`config.mk`:
```
export PLATFORM = sky130hd
export DESIGN_NAME = ifu
export DESIGN_NICKNAME = d
export VERILOG_FILES = /design/src/rtl/ifu.sv
export SDC_FILE = /design/constraint.sdc
export NUM_CORES = 1
export LEC_CHECK = 0
export CORE_AREA = 2 2 109 111
export CTS_BUF_LIST = sky130_fd_sc_hd__clkbuf_2 sky130_fd_sc_hd__clkbuf_4 sky130_fd_sc_hd__clkbuf_8
export CTS_CLUSTER_DIAMETER = 60
export CTS_CLUSTER_SIZE = 10
export DETAILED_ROUTE_END_ITERATION = 7
export DIE_AREA = 0 0 111 113
export GPL_TIMING_DRIVEN = 1
export MAX_ROUTING_LAYER = met4
export PLACE_DENSITY = 0.93
export SLEW_MARGIN = 20
export SYNTH_ARGS = -nofsm -noshare
export SYNTH_HDL_FRONTEND = slang
export SYNTH_SLANG_ARGS = --single-unit
```
`constraint.sdc`:
```
create_clock -name clk -period 10.6 [get_ports clk]
set_clock_uncertainty 0.05 [all_clocks]
set_input_delay 2.12 -clock clk [delete_from_list [all_inputs] [get_ports clk]]
set_output_delay 2.12 -clock clk [all_outputs]
set_load 0.05 [all_outputs]
```
`src/rtl/ifu.sv`:
```
// Instruction fetch unit: walks one AXI-lite style read per instruction through
// REQ -> RESP -> OUT and waits for the execute side to supply the next PC.
module ifu #(
  parameter int                    ADDR_WIDTH = 32,
  parameter logic [ADDR_WIDTH-1:0] RESET_PC   = 'h8000_0000
) (
  input  logic                  clk,
  input  logic                  rst,
  // instruction memory read-address channel
  output logic [ADDR_WIDTH-1:0] araddr,
  output logic                  arvalid,
  input  logic                  arready,
  // instruction memory read-data channel
  input  logic [31:0]           rdata,
  input  logic [1:0]            rresp,
  input  logic                  rvalid,
  output logic                  rready,
  // decode-side hand-over
  output logic [31:0]           inst,
  output logic [ADDR_WIDTH-1:0] inst_pc,
  output logic                  inst_fault,
  output logic                  inst_valid,
  input  logic                  inst_ready,
  // next PC from execute
  input  logic                  npc_valid,
  input  logic [ADDR_WIDTH-1:0] npc,
  output logic [31:0]           fetch_cnt,
  output logic [2:0]            dbg_state
);

  // Handshakes: a transfer happens on a rising edge where valid and ready are
  // both high; once valid is raised, it and its payload hold until that edge.

  typedef enum logic [2:0] {
    S_IDLE   = 3'd0,
    S_REQ    = 3'd1,
    S_RESP   = 3'd2,
    S_OUT    = 3'd3,
    S_WAITPC = 3'd4
  } state_t;

  state_t                state;
  logic [ADDR_WIDTH-1:0] pc;
  logic                  pc_misaligned;
  logic                  npc_aligned;
  logic                  bus_err;

  assign araddr        = pc;
  assign dbg_state     = state;
  assign pc_misaligned = |pc[1:0];
  assign npc_aligned   = ~|npc[1:0];
  assign bus_err       = |rresp;

  always_ff @(posedge clk or posedge rst) begin
    if (rst) begin
      state      <= S_IDLE;
      pc         <= RESET_PC;
      arvalid    <= 1'b0;
      rready     <= 1'b0;
      inst_valid <= 1'b0;
      inst       <= 32'h0000_0000;
      inst_pc    <= RESET_PC;
      inst_fault <= 1'b0;
      fetch_cnt  <= 32'h0000_0000;
    end else begin
      case (state)
        S_IDLE: begin
          state   <= S_REQ;
          arvalid <= ~pc_misaligned;
        end

        // A misaligned PC never reaches the bus; it becomes a faulting slot.
        S_REQ: begin
          if (pc_misaligned) begin
            arvalid    <= 1'b0;
            inst       <= 32'h0000_0000;
            inst_fault <= 1'b1;
            inst_pc    <= pc;
            inst_valid <= 1'b1;
            state      <= S_OUT;
          end else if (arvalid && arready) begin
            arvalid <= 1'b0;
            rready  <= 1'b1;
            state   <= S_RESP;
          end
        end

        S_RESP: begin
          if (rvalid) begin
            rready     <= 1'b0;
            inst       <= bus_err ? 32'h0000_0000 : rdata;
            inst_fault <= bus_err;
            inst_pc    <= pc;
            inst_valid <= 1'b1;
            state      <= S_OUT;
          end
        end

        // npc_valid only matters once the current instruction is consumed.
        S_OUT: begin
          if (inst_ready) begin
            inst_valid <= 1'b0;
            fetch_cnt  <= fetch_cnt + 32'd1;
            if (npc_valid) begin
              pc      <= npc;
              arvalid <= npc_aligned;
              state   <= S_REQ;
            end else begin
              state <= S_WAITPC;
            end
          end
        end

        S_WAITPC: begin
          if (npc_valid) begin
            pc      <= npc;
            arvalid <= npc_aligned;
            state   <= S_REQ;
          end
        end

        default: begin
          state      <= S_IDLE;
          arvalid    <= 1'b0;
          rready     <= 1'b0;
          inst_valid <= 1'b0;
        end
      endcase
    end
  end

  a_ar_stable: assert property (@(posedge clk) disable iff (rst)
    (arvalid && !arready) |=> (arvalid && $stable(araddr)));

  a_inst_stable: assert property (@(posedge clk) disable iff (rst)
    (inst_valid && !inst_ready) |=>
      (inst_valid && $stable(inst) && $stable(inst_pc) && $stable(inst_fault)));

  a_one_outstanding: assert property (@(posedge clk) disable iff (rst)
    !(arvalid && rready));

endmodule
```
==> results_dict.tcl <==
set metrics [dict create \
    synth-compound-area-share 0.0731 \
    path_delay_family "buffers and inverters" \
    via_per_inst 5.32 \
    cts_sinks 135 \
    synth-seq-cells 135 \
    ff2ff_setup_slack_ps 8070 \
    syn_inst 393 \
    synth_top_area_frac 0.611 \
    synth_edf_count 0 \
    grt_antenna_before_repair 0 \
    cts_resized 0 \
    slowest_delay_ps 950 \
    critical_path_depth 1 \
    drive_above_1_share 0.185 \
    crit_fanout 18 \
    core_area_um2 11300 \
    crit_path_start_kind "flop" \
    clk_pin_slew_worst_paths_ps 70 \
    critPathKind "reg2out" \
    ant_nets 0 \
    arrival_ps 2040 \
    crit_path_end_kind "output pin" \
    drc_errors 0 \
    track_usage 0.243 \
    crit_slowest_cell "clkdlybuf4s50_1" \
    hpwl_um 10100 \
    grt_overflow 0 \
    yosys.area_share.simple 0.0947 \
    cts_buffer_depth 2 \
    die_h_um 113 \
    initial_core_util 0.483 \
    regToRegEndpoint "inst_pc[4]$_DFFE_PP0P_" \
    nets 676 \
    slew_viol_final 0 \
    grt_pass1_vias 4326 \
    hp-class "reg2reg" \
    period_needed_ps 4210 \
    path_cells "clkdlybuf4s50_1" \
    root_buffer "clkbuf_8" \
    post-route-period-util 0.398 \
    area_growth_pct 47.9 \
    syn_nets 466 \
    yosysMostFrequentCell "dfrtp_1" \
    synth.largest_area_cell "dfrtp_1" \
    drt_iter0_drc 231 \
    cp_num_buf_inv 1 \
    p_leak_nw 3.50 \
    die_area_um2 12500 \
    ys.flop_type "dfrtp_1" \
    rr_worst_depth 5 \
    hold_end "fetch_cnt[29]$_DFFE_PP0P_" \
    timing.slew.headroom 0.388 \
    vdd_drop_max_mv 0.344 \
    p_per_area_nw_per_um2 324 \
    synth_area_um2 5440 \
    finalWirelength_um 14200 \
    ys_top_cells_by_count "dfrtp_1 (133), mux2_2 (66), a22o_1 (32), xnor2_1 (22), nand2_1 (16)" \
    ys_top_cells_by_area "dfrtp_1 (61%), mux2_2 (14%), a22o_1 (5.1%), xnor2_1 (3.5%), xor2_1 (1.4%)" \
    synthMuxAreaShare 0.137 \
    hold_violations 0 \
    worst_slew_pin_slew_ps 918 \
    synth-xor-area-share 0.0499 \
    seq_area_frac_synth 0.621 \
    synth_top_family_by_area "multiplexers" \
    async_flop_share 1.00 \
    synth.yosys.warnings 0 \
    fin_hold_ws_ps 437 \
    h-tree-depth 4 \
    synth_fa_ha_area_frac 0.00230 \
    die_x_um 111 \
    required_ps 8430 \
    grt_max_degree 75 \
    hold_buffers 0 \
    r2r_start "dbg_state[1]$_DFFE_PP0P_" \
    syn_avg_cell_area_um2 13.9 \
    port_buffers 206 \
    cap_violations 0 \
    final_util 0.714 \
    post_drt_wl_per_cell_um 18.7 \
    setup_tns_ps 0 \
    cts_setup_buffers 0 \
    ioPinCount 207 \
    cts_tree "done" \
    grt_pass1_wl_um 22900 \
    num_vias 4038 \
    hold_start "fetch_cnt[29]$_DFFE_PP0P_" \
    max_freq_mhz 237 \
    diodes 0 \
    rsz0062_at_grt "false" \
    status "finished clean" \
    setup_viol 0 \
    first_pass_iters 4 \
    gp_congestion 0.802 \
    netlist-cell-type-count 40 \
    cts_buffers 17 \
    clk_latency_ps 440 \
    hold_depth 1 \
    placementRows 39 \
]
-- routing by layer --
layer | global-route usage | vias up | wire (um)
li1 | - | 1839 | -
met4 | 0.102 | 0 | 284
met2 | 0.394 | 140 | 7310
met5 | - | - | 0
met3 | 0.0857 | 26 | 1020
met1 | 0.276 | 2033 | 5600
-- logic make-up after synthesis --
| group | count (synthesis) |
|---|---|
| and+or+nand+nor | 83 |
| AOI/OAI and AO/OA | 51 |
| buffers and inverters | 26 |
| xor gates and xnor gates | 31 |
| muxes | 66 |
| DFF | 135 |
| adders and majority gates | 1 |
-- through the flow --
stage | total power [W] | instances | instance area [um^2] | worst slack (ps)
floorplan | 0.00171 | 393 | 5440 | 4820
finish | 0.00261 | 759 | 8050 | 6390
global placement | 0.00213 | 727 | 7630 | 6350
CTS | 0.00263 | 759 | 8050 | 6340
global route | 0.00272 | 759 | 8050 | 6270
detailed placement | 0.00218 | 727 | 7630 | 6290
-- report_power, final --
| group | switching (W) | internal (W) |
|---|---|---|
| clock network | 0.000197 | 0.000247 |
| logic | 0.000841 | 0.000499 |
| registers | 0.000140 | 0.000686 |
-- registers in the layout, indices dropped and copies added, names as in the netlist --
signal / cells
araddr: 32
arvalid: 1
dbg_state: 3
fetch_cnt: 32
inst: 32
inst_fault: 1
inst_pc: 32
inst_valid: 1
rready: 1
-- area by class of cell --
type / count / area (um^2)
timing repair buffer: 210 / 2090
inverter: 7 / 28.8
tap: 143 / 179
clock buffer: 20 / 269
clock inverter: 12 / 151
fill: 770 / 3220
sequential: 135 / 3380
multi-input combinational: 232 / 1950
-- worst max-delay path by stage --
stage	start	endpoint
after floorplan	rst	araddr[0]$_DFFE_PP0P_
after global placement	rvalid	inst_pc[5]$_DFFE_PP0P_
after detailed placement	rvalid	inst_pc[29]$_DFFE_PP0P_
after CTS	dbg_state[2]$_DFFE_PP0P_	dbg_state[2]
after global routing	dbg_state[2]$_DFFE_PP0P_	dbg_state[2]
final	dbg_state[2]$_DFFE_PP0P_	dbg_state[2]
-- layout by cell type, fill, tap and decap left out, types with 3 or more instances in the layout --
cell type | netlist | routed
bufinv_16 | 0 | 3
nand2_1 | 16 | 16
and4_1 | 4 | 4
clkbuf_8 | 0 | 19
nor4_4 | 2 | 3
clkinv_2 | 0 | 4
xor2_1 | 9 | 9
xnor2_1 | 22 | 22
a22o_1 | 32 | 32
inv_1 | 7 | 6
mux2_2 | 66 | 66
nand4_1 | 8 | 8
a21oi_1 | 6 | 6
nand3_1 | 13 | 13
dfrtp_1 | 133 | 133
o21ai_0 | 7 | 7
clkdlybuf4s50_1 | 0 | 206
and3_1 | 4 | 4
nor3_1 | 8 | 8
buf_4 | 0 | 4
clkinv_4 | 0 | 3
nor2_1 | 8 | 8
No activity file was read; power rests on OpenSTA's default activity.
